<file path="src/rtl/readout_tx_dynamic_meas_ctrl.sv">
// Transmit-side controller for dynamic (early-stop) qubit readout.
// Ramps the tone envelope up, holds the flat top while RX runs trials,
// and ramps down on an RX decision, last trial or watchdog expiry.
// Optional feature macro: READOUT_TX_ABORT_EN (adds abort_in).
// Ports:
//   clk, rst_n        clock, synchronous active-low reset
//   meas_req_in       start request, accepted only while idle
//   finish_trial_in   RX trial window ended (counted while the tone runs)
//   last_trial_in     RX final trial, stop tone
//   decision_fin_in   RX state decided, stop tone
//   abort_in          (READOUT_TX_ABORT_EN) cut short to ramp-down
//   start_count_out   one-cycle pulse launching the RX bin counters
//   tx_en_out         DAC gate, high during ramp-up/drive/ramp-down
//   envelope_addr_out envelope memory address
//   trial_count_out   saturating count of finished trials
//   meas_busy_out     controller not idle
//   meas_done_out     one-cycle completion pulse
//   timeout_out       sticky watchdog flag, cleared by the next request
module readout_tx_dynamic_meas_ctrl #(
    parameter int RAMP_LEN            = 8,
    parameter int ENV_ADDR_WIDTH      = 4,
    parameter int TRIAL_COUNTER_WIDTH = 4,
    parameter int MAX_TRIAL           = 10
) (
    input  logic                           clk,
    input  logic                           rst_n,
    input  logic                           meas_req_in,
    input  logic                           finish_trial_in,
    input  logic                           last_trial_in,
    input  logic                           decision_fin_in,
`ifdef READOUT_TX_ABORT_EN
    input  logic                           abort_in,
`endif
    output logic                           start_count_out,
    output logic                           tx_en_out,
    output logic [ENV_ADDR_WIDTH-1:0]      envelope_addr_out,
    output logic [TRIAL_COUNTER_WIDTH-1:0] trial_count_out,
    output logic                           meas_busy_out,
    output logic                           meas_done_out,
    output logic                           timeout_out
);

    typedef enum logic [2:0] {
        S_IDLE,
        S_UP,
        S_DRIVE,
        S_DOWN,
        S_DONE
    } state_t;

    localparam logic [ENV_ADDR_WIDTH-1:0] ADDR_LAST =
        ENV_ADDR_WIDTH'(RAMP_LEN - 1);
    localparam logic [TRIAL_COUNTER_WIDTH-1:0] TRIAL_MAX =
        TRIAL_COUNTER_WIDTH'(MAX_TRIAL);

    state_t                           state_q, state_d;
    logic                             pend_q, pend_d;
    logic                             start_q, start_d;
    logic                             tx_q, tx_d;
    logic [ENV_ADDR_WIDTH-1:0]        addr_q, addr_d;
    logic [TRIAL_COUNTER_WIDTH-1:0]   trial_q, trial_d;
    logic                             busy_q, busy_d;
    logic                             done_q, done_d;
    logic                             tmo_q, tmo_d;

    logic in_run;
    logic stop_raw;
    logic abort_act;
    logic wdog;
    logic stop_ev;

    assign in_run   = (state_q == S_UP) || (state_q == S_DRIVE);
    assign stop_raw = last_trial_in | decision_fin_in;

`ifdef READOUT_TX_ABORT_EN
    assign abort_act = abort_in & in_run;
`else
    assign abort_act = 1'b0;
`endif

    // Watchdog fires on a trial beyond the allowed count when RX did not
    // stop on its own; an abort in the same cycle takes precedence.
    assign wdog = in_run & finish_trial_in & (trial_q == TRIAL_MAX)
                & ~stop_raw & ~abort_act;
    assign stop_ev = in_run & (stop_raw | wdog);

    always_ff @(posedge clk) begin
        if (!rst_n) begin
            state_q <= S_IDLE;
            pend_q  <= 1'b0;
            start_q <= 1'b0;
            tx_q    <= 1'b0;
            addr_q  <= '0;
            trial_q <= '0;
            busy_q  <= 1'b0;
            done_q  <= 1'b0;
            tmo_q   <= 1'b0;
        end else begin
            state_q <= state_d;
            pend_q  <= pend_d;
            start_q <= start_d;
            tx_q    <= tx_d;
            addr_q  <= addr_d;
            trial_q <= trial_d;
            busy_q  <= busy_d;
            done_q  <= done_d;
            tmo_q   <= tmo_d;
        end
    end

    always_comb begin
        state_d = state_q;
        pend_d  = pend_q;
        unique case (state_q)
            S_IDLE: begin
                if (meas_req_in) begin
                    state_d = S_UP;
                    pend_d  = 1'b0;
                end
            end
            S_UP: begin
                // A stop seen mid-ramp is remembered so the ramp completes
                // and then skips the flat top.
                if (stop_ev) pend_d = 1'b1;
                if (abort_act) begin
                    state_d = S_DOWN;
                end else if (addr_q == ADDR_LAST) begin
                    state_d = (pend_q || stop_ev) ? S_DOWN : S_DRIVE;
                end
            end
            S_DRIVE: begin
                if (abort_act || stop_ev) state_d = S_DOWN;
            end
            S_DOWN: begin
                if (addr_q == '0) state_d = S_DONE;
            end
            S_DONE: begin
                state_d = S_IDLE;
            end
            default: begin
                state_d = S_IDLE;
            end
        endcase
    end

    always_comb begin
        addr_d  = addr_q;
        trial_d = trial_q;
        tmo_d   = tmo_q;
        start_d = (state_q == S_IDLE) && (state_d == S_UP);
        tx_d    = (state_d == S_UP) || (state_d == S_DRIVE)
               || (state_d == S_DOWN);
        busy_d  = (state_d != S_IDLE);
        done_d  = (state_d == S_DONE);

        // Entering ramp-down keeps the current address for one cycle.
        unique case (state_q)
            S_UP:    if (state_d == S_UP) addr_d = addr_q + 1'b1;
            S_DOWN:  addr_d = (state_d == S_DOWN) ? addr_q - 1'b1 : '0;
            S_DRIVE: addr_d = addr_q;
            default: addr_d = '0;
        endcase

        if (start_d) begin
            trial_d = '0;
            tmo_d   = 1'b0;
        end else if ((in_run || state_q == S_DOWN) && finish_trial_in
                     && (trial_q != '1)) begin
            trial_d = trial_q + 1'b1;
        end

        if (wdog) tmo_d = 1'b1;
    end

    assign start_count_out   = start_q;
    assign tx_en_out         = tx_q;
    assign envelope_addr_out = addr_q;
    assign trial_count_out   = trial_q;
    assign meas_busy_out     = busy_q;
    assign meas_done_out     = done_q;
    assign timeout_out       = tmo_q;

endmodule

</file>
<file path="config.mk">
export PLATFORM = sky130hd
export DESIGN_NAME = readout_tx_dynamic_meas_ctrl
export DESIGN_NICKNAME = d
export VERILOG_FILES = /design/src/rtl/readout_tx_dynamic_meas_ctrl.sv
export SDC_FILE = /design/constraint.sdc
export NUM_CORES = 1
export LEC_CHECK = 0
export CAP_MARGIN = 10
export CORE_ASPECT_RATIO = 0.5
export CORE_MARGIN = 3
export CORE_UTILIZATION = 25
export DETAILED_ROUTE_END_ITERATION = 12
export PLACE_DENSITY_LB_ADDON = 0.1
export SLEW_MARGIN = 10
export SYNTH_ARGS = -nofsm -noshare
export SYNTH_HDL_FRONTEND = slang
export SYNTH_SLANG_ARGS = --single-unit
export TNS_END_PERCENT = 5
</file>
<file path="constraint.sdc">
create_clock -name clk -period 2.75 [get_ports clk]
set_input_delay 0.55 -clock clk [delete_from_list [all_inputs] [get_ports clk]]
set_output_delay 0.55 -clock clk [all_outputs]
set_load 0.03 [all_outputs]
</file>
==> flow_summary.yaml <==
worst_hold_path:
  worstHoldEndpoint: "pend_q"
  holdPathStages: 2
  hp-start: "pend_q"
  min_path_type: "flip-flop to flip-flop"
critical_path:
  critPathLaunchType: "flip-flop"
  crit_required_ns: 2.20
  crit_chain: "clkdlybuf4s50_1"
  end_kind: "primary output"
  r2r_start: "state_q[1]"
  criticalPathCategory: "flip-flop to primary output"
  r2r_slack_ns: 1.09
  r2r_cells: 4
  crit_buf_inv: 1
  cp_slowest_stage_delay_ns: 0.73
  crit_slowest_cell: "clkdlybuf4s50_1"
  cp.arrival_ns: 1.46
  r2r-end: "envelope_addr_out[0]"
  cp_max_fo: 9
  crit_family: "buffers and inverters"
grt:
  antenna_found_initial: 0
  grt_usage: 0.0981
  grt_pass1_vias: 712
  grt_max_degree: 18
  grt_overflow: 0
  grt_pass1_wl_mm: 3.51
synthesis:
  syn_nets: 112
  synthCells: 102
  yosysSeqAreaShare: 0.372
  yosysTopAreaCellShare: 0.372
  syn_area_per_cell_sq_um: 8.97
  yosys-top-cells-area: "dfxtp_1 37%, ha_1 5.5%, nor2_1 4.9%"
  ys_types: 39
  synth_top_area_cell: "dfxtp_1"
  synth-main-ff-cell: "dfxtp_1"
  ys_async_sr_fraction: 0
  yosysWarnings: 0
  ys_ff_latch: 17
  syn_area_sq_um: 915
  synth_edf_count: 0
pwr:
  p_total_mw: 0.546
  ir_worst_vdd_mv: 0.140
  p_leak_nw: 0.393
  power.density_nw_per_um2: 468
routing:
  routed-wl-met3_um: 95
  vias: 792
  routed-wl-met2_um: 801
  top_layer_used: "met4"
  drt_wl_total_mm: 2.07
  drc_errors: 0
  dr.pass1.iters: 4
  drtIter0Drc: 46
  antenna_left: 0
  wl_per_cell_um: 12.3
  wl_met1_mm: 1.16
  viasPerCell: 4.71
timing:
  period_minus_slack_ns: 2.01
  report.final.slew_viol_count: 0
  finalSetupViolations: 0
  skew_ns: 0.00134
  fmax_mhz: 496
  hold_slack_ns: 0.524
  setup_tns_ns: 0
  slew_headroom: 0.619
  finalHoldViolCount: 0
  tightest_slew_ns: 0.571
  rsz0062_at_grt: "no"
  period_share: 0.732
layout:
  antenna_cells: 0
  final_common_cell: "clkdlybuf4s50_1"
  layout_common_cells: "18 x clkdlybuf4s50_1, 17 x dfxtp_1, 12 x nor2_1"
  design_area_sq_um: 1170
  area_growth_pct: 27.6
  layout.nets: 131
  drive_gt1_frac: 0.0750
  nFillCells: 347
floorplanning:
  fp.dieW_um: 91.5
  io_pins: 19
  die_y_um: 48.8
  dieArea_sq_um: 4460
  num_rows: 14
  core_area_sq_um: 3240
  start_util: 0.282
cts:
  cts_root_buf: "clkbuf_8"
  cts.sinks: 17
  postCtsResizedCells: 0
  worstSkewPairLatency_ns: 0.25
  cts_buffers: 3
  clock_path_buffers: 2
  post_cts_buffers: 0
  clk_pin_slew_worst_paths_ns: 0.06
  htree_levels: 1
  hold_buffers: 0
  cts_tree: "done"
place:
  io_buffers: 18
  gp_congestion: 0.719
  postPlaceCellArea_sq_um: 1120
  dp_hpwl_mm: 1.62
outcome:
  status: "complete, no violations"
flow_run:
  max_cap_viol_count: 0
[state kept, by name, summed over array words and instances (netlist names)]
register           cells
meas_busy_out          1
trial_count_out        4
state_q                3
meas_done_out          1
tx_en_out              1
pend_q                 1
timeout_out            1
start_count_out        1
envelope_addr_out      4
[cells in the mapped netlist (2+ instances only)]
library cell  count
a211o_1           2
a21oi_1           4
a22oi_1           2
buf_2             2
buf_6             2
dfxtp_1          17
ha_1              4
inv_1             3
nand2_1           7
nand2b_1          5
nand3_1           3
nand3b_1          2
nor2_1           12
nor3_1            2
nor3b_1           2
nor4_1            4
o21ai_0           3
o311a_1           2
xnor2_1           4
[kinds of logic (layout without fill, tap and decap cells)]
kind of cell | Yosys count | in the layout | share of synthesized area
compound gates | 26 | 26 | 0.226
xor+xnor | 4 | 4 | 0.0383
fa+ha+maj | 4 | 4 | 0.0547
buf+inv | 8 | 26 | 0.0520
flops | 17 | 17 | 0.372
simple gates | 43 | 43 | 0.257
[worst max-delay path by stage]
stage / to / slack [ns] / cells past startpoint / startpoint
CTS: envelope_addr_out[3] / 0.73 / 1 / envelope_addr_out[3]
finish: envelope_addr_out[3] / 0.74 / 1 / envelope_addr_out[3]
detailed placement: envelope_addr_out[3] / 0.79 / 4 / rst_n
global placement: meas_busy_out / 0.82 / 5 / finish_trial_in
global route: envelope_addr_out[2] / 0.67 / 1 / envelope_addr_out[2]
floorplan: envelope_addr_out[0] / 1.19 / 5 / envelope_addr_out[1]
[power breakdown]
group,switching (mW),internal [mW]
logic,0.0504,0.0405
clock network,0.0840,0.103
registers,0.0116,0.257
[metal layers]
metal / track usage / vias up
met2: 0.126 / 18
met3: 0.0385 / 2
met5: 0 / -
met1: 0.148 / 364
met4: 0.0225 / 0
li1: - / 408
[area by class of cell]
cell class	count	area, sq um	area share
clock buffer	4	45.0	0.0386
inverter	4	15.0	0.0129
sequential	17	340	0.292
multi-input combinational	77	527	0.451
timing repair buffer	18	180	0.154
tap	48	60.1	0.0514
[metrics by stage]
stage,std cells,util,worst slack [ns]
floorplan,102,-,1.19
global route,168,0.360,0.674
CTS,168,0.360,0.729
global placement,164,0.346,0.819
detailed placement,164,0.346,0.792
finish,168,0.360,0.736
No activity file was read; power rests on OpenSTA's default activity.
